[config.mk]
export PLATFORM = sky130hd
export DESIGN_NAME = tdm_dmux_ctrl
export DESIGN_NICKNAME = d
export VERILOG_FILES = /design/src/rtl/tdm_dmux_ctrl.sv
export SDC_FILE = /design/constraint.sdc
export NUM_CORES = 1
export LEC_CHECK = 0
export ABC_AREA = 0
export CORE_ASPECT_RATIO = 0.8
export CORE_MARGIN = 2
export CORE_UTILIZATION = 47
export CTS_BUF_LIST = sky130_fd_sc_hd__clkbuf_8
export DETAILED_ROUTE_END_ITERATION = 12
export DONT_BUFFER_PORTS = 1
export PLACE_DENSITY = 0.7
export SLEW_MARGIN = 25
export SYNTH_ARGS = -nofsm -noshare
export SYNTH_HDL_FRONTEND = slang
export SYNTH_SLANG_ARGS = --single-unit
[constraint.sdc]
create_clock -name clk -period 6.7 [get_ports clk]
set_clock_uncertainty 0.1 [all_clocks]
set_input_delay 0.67 -clock clk [delete_from_list [all_inputs] [get_ports clk]]
set_output_delay 0.67 -clock clk [all_outputs]
set_load 0.03 [all_outputs]
[src/rtl/tdm_dmux_ctrl.sv]
// tdm_dmux_ctrl
// Time-division controller for a 1:8 bit demultiplexer. A serial bit stream
// arrives under a valid/ready handshake. Each accepted bit is steered into the
// one-entry holding register of the current slot, and the slot then advances
// to the next enabled channel. Each holding register drains through its own
// valid/ready handshake.
//
// Ports:
//   clk        rising-edge clock
//   rst        synchronous reset, active-high
//   sync       frame start strobe; realigns the slot to the lowest enabled channel
//   in_bit     serial data bit
//   in_valid   in_bit valid
//   in_ready   controller accepts in_bit this cycle
//   en_mask    channel enable mask (bit k = 1 -> slot k used)
//   y          per-channel held bit
//   y_valid    per-channel holding register full
//   y_ready    per-channel consumer accept
//   sel        current slot / demux select
//   frame_cnt  completed frames, wraps modulo 2^CW
//   locked     high while the controller is running
module tdm_dmux_ctrl #(
   parameter int CW = 8
) (
   input  logic          clk,
   input  logic          rst,
   input  logic          sync,
   input  logic          in_bit,
   input  logic          in_valid,
   output logic          in_ready,
   input  logic [7:0]    en_mask,
   output logic [7:0]    y,
   output logic [7:0]    y_valid,
   input  logic [7:0]    y_ready,
   output logic [2:0]    sel,
   output logic [CW-1:0] frame_cnt,
   output logic          locked
);

   typedef enum logic {IDLE, RUN} state_t;

   state_t        state_q, state_d;
   logic [2:0]    sel_q, sel_d;
   logic [7:0]    y_q, y_d;
   logic [7:0]    yv_q, yv_d;
   logic [CW-1:0] fcnt_q, fcnt_d;
   logic          accept;
   logic [2:0]    nxt_sel;

   // Lowest set index of the mask (0 when the mask is empty).
   function automatic logic [2:0] first_idx(input logic [7:0] m);
      logic [2:0] r;
      r = '0;
      for (int i = 7; i >= 0; i--) begin
         if (m[i]) r = 3'(i);
      end
      return r;
   endfunction

   // Lowest set index above s, wrapping to the first enabled channel.
   function automatic logic [2:0] next_idx(input logic [7:0] m, input logic [2:0] s);
      logic [2:0] r;
      r = first_idx(m);
      for (int i = 7; i >= 0; i--) begin
         if (m[i] && (3'(i) > s)) r = 3'(i);
      end
      return r;
   endfunction

   // A full register that drains in the same cycle does not stall the stream.
   assign in_ready = ~rst & (state_q == RUN) & ~sync & en_mask[sel_q]
                     & (~yv_q[sel_q] | y_ready[sel_q]);
   assign accept   = in_valid & in_ready;
   assign nxt_sel  = next_idx(en_mask, sel_q);

   always_comb begin
      state_d = state_q;
      sel_d   = sel_q;
      y_d     = y_q;
      fcnt_d  = fcnt_q;
      // Drains happen in every state; a load into the same channel overrides.
      yv_d    = yv_q & ~y_ready;

      case (state_q)
         IDLE: begin
            if (sync && (en_mask != 8'h00)) begin
               state_d = RUN;
               sel_d   = first_idx(en_mask);
            end
         end
         RUN: begin
            if (en_mask == 8'h00) begin
               state_d = IDLE;
            end else if (sync) begin
               sel_d = first_idx(en_mask);
            end else if (!en_mask[sel_q]) begin
               // Current slot was disabled mid-frame: skip it without a frame tick.
               sel_d = nxt_sel;
            end else if (accept) begin
               y_d[sel_q]  = in_bit;
               yv_d[sel_q] = 1'b1;
               sel_d       = nxt_sel;
               // Wrapping back (or staying on a single channel) closes a frame.
               if (nxt_sel <= sel_q) fcnt_d = fcnt_q + CW'(1);
            end
         end
         default: state_d = IDLE;
      endcase
   end

   always_ff @(posedge clk) begin
      if (rst) begin
         state_q <= IDLE;
         sel_q   <= '0;
         y_q     <= '0;
         yv_q    <= '0;
         fcnt_q  <= '0;
      end else begin
         state_q <= state_d;
         sel_q   <= sel_d;
         y_q     <= y_d;
         yv_q    <= yv_d;
         fcnt_q  <= fcnt_d;
      end
   end

   assign y         = y_q;
   assign y_valid   = yv_q;
   assign sel       = sel_q;
   assign frame_cnt = fcnt_q;
   assign locked    = (state_q == RUN);

endmodule

==> flow_summary.ini, run 1 <==
[grt]
grt_pass1_wl_um = 6850
grt_max_degree = 40
grt-ovfl-total = 0
antenna_found_initial = 0
met1_usage_pct = 27.4
met2_usage_pct = 30.9
grt.busiest_layer = met2
grt_pass1_vias = 1491
track_usage_pct = 19.9
use_met3_pct = 6.41

[clocking]
htreeDepth = 1
clock_latency_ns = 0.27
cts_sinks = 28
clk_pin_slew_ns = 0.09
root_buffer = clkbuf_8
hold_buffers = 0
max-clock-path-buffers = 2
cts_resized = 0
cts_tree = built
post_cts_buffers = 0
numCtsBuffers = 3

[power]
powerDensity_mw_per_mm2 = 183
power.net_switching_uw = 101
clockPowerShare_pct = 29.7
swShare_pct = 28.8
p_leak_nw = 0.715
power_frac_comb_pct = 19.3
p_int_uw = 249
p_seq_share_pct = 51.0
peakVddDrop_mv = 0.122

[hold_path]
hold_path.class = in2reg

[sta]
fin_ws_ns = 3.35
slew_viol_final = 0
tightest_slew_ns = 0.990
fin_crit_ns = 3.35
clock.fmax_mhz = 299
maxSlewHeadroom_pct = 33.5
setup_tns_ns = 0
hold_viol_final = 0
period_share_pct = 50.0
hold_slack_ns = 0.350
rsz0062_at_grt = no
setup_viol = 0

[placement]
dp_cells = 263
dp_slack_ns = 3.44
port_buffers = 0
gp_congestion = 0.811
dp_hpwl_um = 3170

[setup_path]
path_class = reg2out
r2r_slack_ns = 3.40
critical_path.endpoint_type = output pin
required_ns = 5.93
setup.worst_path.start_class = flip-flop
critPathArrivalTime_ns = 2.58
worstPathMaxFanout = 19

[routing]
routed_via_density = 6.13
vias = 1636
firstDrtPassIters = 4
drc = 0
wl_per_cell_um = 16.0
ant_nets = 0
drtIter0Drc = 91
wirelength_um = 4270

[synthesis]
ys_dominant_reg_cell = dfxtp_1
yosys_warnings = 0
yosys_register_bits = 28
synth_area_leaders = dfxtp_1, nand2b_1, mux2i_1
synth_largest_area_cell = dfxtp_1
ys_types = 45
syn_area_mm2 = 0.00184
synth_area_per_cell_um2 = 8.41
yosysMostFrequentCell = dfxtp_1
yosysTopAreaCellShare_pct = 30.4
async_reset_ff_share_pct = 0
syn_nets = 244
synth_edf_count = 0
netlist_instances = 219
synth_common_cells = dfxtp_1, nand2b_1, a21oi_1, nor2_1, mux2i_1
yosysSeqAreaShare_pct = 30.4

[layout]
syn2layout_area_growth_pct = 3.87
final_util_pct = 50.6
multi_input_area_mm2 = 0.00118
seqCellArea_um2 = 561
n_antenna_cell = 0
fin_nets = 238
fillers = 387
drive_gt1_share_pct = 10.8
final_cells = 267

[outcome]
status = complete, no violations

[floorplan]
die_h_um = 60.0
die_w_um = 74.0
die_area_mm2 = 0.00444
rows = 20
start_util_pct = 48.7
io_pins = 50
core_mm2 = 0.00378

[job]
maxCapViolations = 0
## layout make-up
cell class | instances | area share (%)
multi-input combinational | 170 | 61.9
sequential | 28 | 29.3
tap | 55 | 3.60
clock buffer | 4 | 2.88
inverter | 8 | 1.57
timing repair buffer | 2 | 0.785
## sequential cells by signal (all words and copies together) (netlist names)
signal / flops
y: 8
y_valid: 8
locked: 1
frame_cnt: 8
sel: 3
## logic make-up (layout without fill, tap and decap cells)
kind of cell	Yosys count	after routing	share of synthesized area, %
buffers and inverters	21	14	5.30
AND/OR/NAND/NOR	96	96	30.8
AO/OA/AOI/OAI	51	51	18.7
adder cells (fa/ha/maj)	4	4	2.72
multiplexers	19	19	12.1
flip-flops	28	28	30.4
## final timing paths
check / cells after the start / to / from
worst max-delay path: 5 / in_ready / sel[2]
worst min-delay path: 1 / y_valid[4] / rst
worst max register to register: 8 / frame_cnt[4] / sel[2]
worst min register to register: 2 / y[3] / y[3]
## through the flow
step	power [mW]	area [um^2]
CTS	0.352	1910
global route	0.370	1910
detailed placement	0.249	1860
global placement	0.248	1860
finish	0.350	1910
floorplan	0.240	1840
## layout by cell type (no fill, tap or decap), drive strengths merged, types with 4 or more instances in the layout
cell type,count
nand2b,25
nor2b,9
and2,4
o31ai,5
inv,7
o21ai,6
nand3,4
or4,5
dfxtp,28
mux2,6
nand4,6
ha,4
clkbuf,4
nor2,16
mux2i,11
nor4,8
nand2,7
a21oi,18
## power groups by stage
stage | registers [mW] | clock network [mW] | logic, mW
after global routing | 0.180 | 0.115 | 0.0753
after global placement | 0.182 | 0 | 0.0660
final | 0.179 | 0.104 | 0.0676
after floorplan | 0.178 | 0 | 0.0621
after CTS | 0.179 | 0.107 | 0.0668
after detailed placement | 0.183 | 0 | 0.0667
## worst max-delay path: stages (launching register included)
cell      delay [ns]
dfxtp_1         0.91
nand2b_1        0.19
a221oi_1        0.35
a311o_1         0.53
nor4_1          0.13
buf_4           0.19
## metal layers
layer  share of wire [%]  vias up
met3                 9.9        2
met1                  46      759
met2                  44       75
met5                   0        -
li1                    -      800
met4                0.21        0
(Power assumes the default switching activity.)
==> inputs of run 2 (changes only) <==
PLACE_DENSITY = 0.72   (was 0.7)
clock period = 2.78 ns   (was 6.7 ns; I/O delays follow)
==> run 2 against run 1 <==
Register-to-register slack got worse by 3.3 ns; largest cell class unchanged; die area unchanged; via count is 4.9% higher; largest power group unchanged; power grew to 2.8 times the previous value; routed wire length is 11% higher; non-clock buffer count grew 18; core utilization up 6.5 points; highest routed layer unchanged.
==> flow_summary.ini, run 2 (synthesized netlist as in run 1, its figures left out) <==
[outcome]
status = complete, no violations

[grt]
grt.busiest_layer = met2
grt_pass1_wl_um = 7530
use_met3_pct = 6.41
antenna_found_initial = 0
grt_max_degree = 30
grt-ovfl-total = 0
track_usage_pct = 21.9
met2_usage_pct = 34.3
met1_usage_pct = 30.7
grt_pass1_vias = 1569

[sta]
slew_viol_final = 0
period_share_pct = 96.5
fin_crit_ns = 2.68
tightest_slew_ns = 0.704
clock.fmax_mhz = 373
setup_viol = 0
maxSlewHeadroom_pct = 52.7
hold_viol_final = 0

[layout]
n_antenna_cell = 0
design_area_mm2 = 0.00216
final_cells = 285
final_cell_mix = nand2b_1, dfxtp_1, buf_4, a21oi_1, nor2_1
fin_nets = 256
fillers = 342
drive_gt1_share_pct = 23.5
syn2layout_area_growth_pct = 17.3

[floorplan]
io_pins = 50
core_mm2 = 0.00378
start_util_pct = 48.7
rows = 20
die_h_um = 60.0
die_w_um = 74.0
die_area_mm2 = 0.00444

[hold_path]
min_from = rst
hold_path.class = in2reg
hold-path-cell-count = 2

[placement]
dp_cells = 275
place_area_mm2 = 0.00197
dp_hpwl_um = 3430
port_buffers = 0
gp_congestion = 0.867

[setup_path]
crit_end = frame_cnt[4]
cp.buffers_inverters = 0
r2r_cells = 9
rr_startpoint = sel[2]
path_class = reg2reg
r2r_slack_ns = 0.1
setup.worst_path.start_class = flip-flop
crit_path_max_incr_delay_ns = 0.49
crit_start = sel[2]
reg2reg_to = frame_cnt[4]
path_cells = or3b_2 > o21ai_1 > o21a_1 > ha_1 > nor2b_2 > o21ai_2 > a32oi_4 > nor4_1 > mux2_2
cp_top_family = simple AND/OR/NAND/NOR gates
slowest_stage = or3b_2
worstPathMaxFanout = 7
critPathArrivalTime_ns = 2.76
critical_path.endpoint_type = flip-flop
required_ns = 2.85
cp_num_cells = 9

[clocking]
cts_tree = built
max-clock-path-buffers = 2
root_buffer = clkbuf_8
clock_latency_ns = 0.28
clk_pin_slew_ns = 0.10
cts_sinks = 28
numCtsBuffers = 3
htreeDepth = 1

[job]
maxCapViolations = 0

[routing]
firstDrtPassIters = 4
wl_per_cell_um = 16.7
vias = 1716
drtIter0Drc = 115
wirelength_um = 4760
routed_via_density = 6.02
ant_nets = 0
drc = 0

[power]
peakVddDrop_mv = 0.258
power_uw = 998
powerDensity_mw_per_mm2 = 462
p_leak_nw = 0.826
run 2: cell count changes in the layout (fill, tap and decap cells not counted), moves of 2 or more:
cell     before  now
o21ai_0       6    3
dfxtp_1      28   25
dfxtp_4       0    3
buf_4         2   18
nor4_2        0    2
o21ai_2       0    2
nor4_1        8    6
run 2: where the power goes:
| group | leakage (nW) | internal (mW) | total [mW] | switching [mW] |
|---|---|---|---|---|
| clock | 0.0357 | 0.193 | 0.326 | 0.133 |
| sequential | 0.228 | 0.406 | 0.416 | 0.0100 |
| combinational | 0.562 | 0.116 | 0.257 | 0.141 |
run 2: layer usage:
metal | vias to the layer above | share of wire, %
met4 | 0 | 0.48
li1 | 830 | -
met3 | 2 | 7.4
met2 | 60 | 45
met1 | 824 | 47
met5 | - | 0
run 2: cell type report:
cell class              count  area, um^2  share of cell area, %
clock buffers               3        41.3                   1.91
clock inverters             1        30.0                   1.39
inverters                   8        30.0                   1.39
multi-input cells         170        1260                   58.4
flip-flops and latches     28         572                   26.5
well taps                  55        68.8                   3.19
repair buffers             20         156                   7.24
run 2: what timing repair did:
item / CTS / global route
endpoints found under the hold margin: 11 / 0
hold buffers: 1 / 0
setup endpoints to repair: 0 / 8
buffers inserted: 0 / 5
resized for setup: 0 / 14
run 2: through the flow:
| step | setup slack (ns) | TNS, ns | hold WS [ns] | utilization (%) |
|---|---|---|---|---|
| final | 0.0967 | 0 | 0.0529 | 57.2 |
| after global routing | -0.00114 | -0.00188 | 0.0421 | 57.2 |
| after CTS | 0.0315 | 0 | 0.0506 | 54.3 |
| after detailed placement | 0.0376 | 0 | 0.252 | 52.2 |
| after global placement | 0.0678 | 0 | 0.252 | 52.2 |
| after floorplan | -0.0740 | -0.198 | 0.356 | - |
run 2: worst min-delay path by stage:
| stage | end | slack, ns |
|---|---|---|
| final | sel[2] | 0.05 |
| after global routing | sel[1] | 0.04 |
| after CTS | sel[1] | 0.05 |
| after detailed placement | y_valid[6] | 0.25 |
| after global placement | y_valid[1] | 0.25 |
| after floorplan | y_valid[1] | 0.36 |
==> inputs of run 3 (changes only) <==
CTS_BUF_LIST = default   (was sky130_fd_sc_hd__clkbuf_8)
HOLD_SLACK_MARGIN = 0.06   (was default)
==> run 3 against run 2 <==
Flip-flop and latch count did not move; design area rose by 0.46%; clock power barely moved; sequential share of layout area fell by 0.12 points; global-route usage rose by 0.11 points; critical endpoint unchanged; largest power group unchanged; highest routed layer unchanged.
==> flow_summary.ini, run 3 (synthesized netlist as in run 1, its figures left out) <==
[power]
p_leak_nw = 0.830
peakVddDrop_mv = 0.260
powerDensity_mw_per_mm2 = 462

[setup_path]
setup.worst_path.start_class = flip-flop
critPathArrivalTime_ns = 2.77
path_class = reg2reg
slowest_stage = or3b_2
path_cells = or3b_2 > o21ai_1 > o21a_1 > ha_1 > nor2b_2 > o21ai_2 > a32oi_4 > nor4_1 > mux2_2
worstPathMaxFanout = 7
crit_path_max_incr_delay_ns = 0.49
critical_path.endpoint_type = flip-flop
required_ns = 2.85

[layout]
n_antenna_cell = 0
final_cell_mix = nand2b_1, dfxtp_1, buf_4, a21oi_1, nor2_1
final_cells = 286
fillers = 343
multi_input_area_mm2 = 0.00126
design_area_mm2 = 0.00217
drive_gt1_share_pct = 23.4
seqCellArea_um2 = 572
syn2layout_area_growth_pct = 17.8
fin_nets = 257

[outcome]
status = complete, no violations

[sta]
maxSlewHeadroom_pct = 52.9
setup_tns_ns = 0
fin_crit_ns = 2.70
setup_viol = 0
hold_slack_ns = 0.0668
clock.fmax_mhz = 370
slew_viol_final = 0
hold_viol_final = 0
period_share_pct = 97.1
tightest_slew_ns = 0.702

[routing]
ant_nets = 0
vias = 1706
routed_via_density = 5.97
firstDrtPassIters = 4
drc = 0
wl_per_cell_um = 16.7
drtIter0Drc = 86
wirelength_um = 4780

[clocking]
clock_latency_ns = 0.29
cts_tree = built
clk_pin_slew_ns = 0.10
numCtsBuffers = 3
max-clock-path-buffers = 2
htreeDepth = 1
root_buffer = clkbuf_8
cts_sinks = 28

[floorplan]
io_pins = 50
rows = 20
die_h_um = 60.0
die_area_mm2 = 0.00444
start_util_pct = 48.7
die_w_um = 74.0
core_mm2 = 0.00378

[job]
maxCapViolations = 0

[hold_path]
hold_path.class = in2reg

[grt]
grt_pass1_wl_um = 7530
grt-ovfl-total = 0
grt_max_degree = 28
antenna_found_initial = 0
grt_pass1_vias = 1568
track_usage_pct = 22.1

[placement]
dp_hpwl_um = 3430
gp_congestion = 0.867
dp_cells = 275
port_buffers = 0
place_area_mm2 = 0.00197
run 3: layer usage:
layer / vias to the layer above / part of all wire [%] / global-route usage (%)
met5: - / 0 / 0
met4: 0 / 0.48 / 3.38
met3: 2 / 7.5 / 6.41
met2: 54 / 45 / 34.3
met1: 819 / 47 / 31.0
li1: 831 / - / -
run 3: final timing paths:
kind	endpoint	from	slack [ns]	cells past startpoint
worst max-delay path	frame_cnt[4]	sel[2]	0.08	9
worst min-delay path	sel[2]	rst	0.07	2
worst max register to register	frame_cnt[4]	sel[2]	0.08	9
worst min register to register	y[4]	y[4]	0.54	2
run 3: worst max-delay path, delay by kind of cell, from the launching register on:
kind                       cells  cell delay [ns]
AOI/OAI and AO/OA              4             0.59
adders and majority gates      1             0.25
DFF                            1             0.37
muxes                          1             0.37
and+or+nand+nor                3             0.90
run 3: cell type report:
| type | instances | share of cell area, % |
|---|---|---|
| Clock inverter | 1 | 1.38 |
| Multi-Input combinational cell | 170 | 58.1 |
| Sequential cell | 28 | 26.4 |
| Timing Repair Buffer | 21 | 7.67 |
| Tap cell | 55 | 3.17 |
| Inverter | 8 | 1.38 |
| Clock buffer | 3 | 1.90 |
run 3: timing repair:
| item | CTS | global route |
|---|---|---|
| setup endpoints to repair | 0 | 8 |
| endpoints found under the hold margin | 13 | 1 |
| buffers inserted | 0 | 5 |
| hold buffers | 1 | 1 |
| resized for setup | 0 | 14 |
run 3: stage by stage:
step | worst slack, ns | power [mW] | util [%]
floorplan | -0.0740 | 0.595 | -
global placement | 0.0678 | 0.639 | 52.2
detailed placement | 0.0376 | 0.641 | 52.2
CTS | 0.0315 | 0.967 | 54.3
global route | -0.00114 | 1.04 | 57.4
finish | 0.0807 | 1.00 | 57.4
run 3: power by group:
part	total [mW]	switching [mW]	internal (mW)
combinational	0.258	0.141	0.117
sequential	0.416	0.00985	0.406
clock	0.327	0.134	0.193
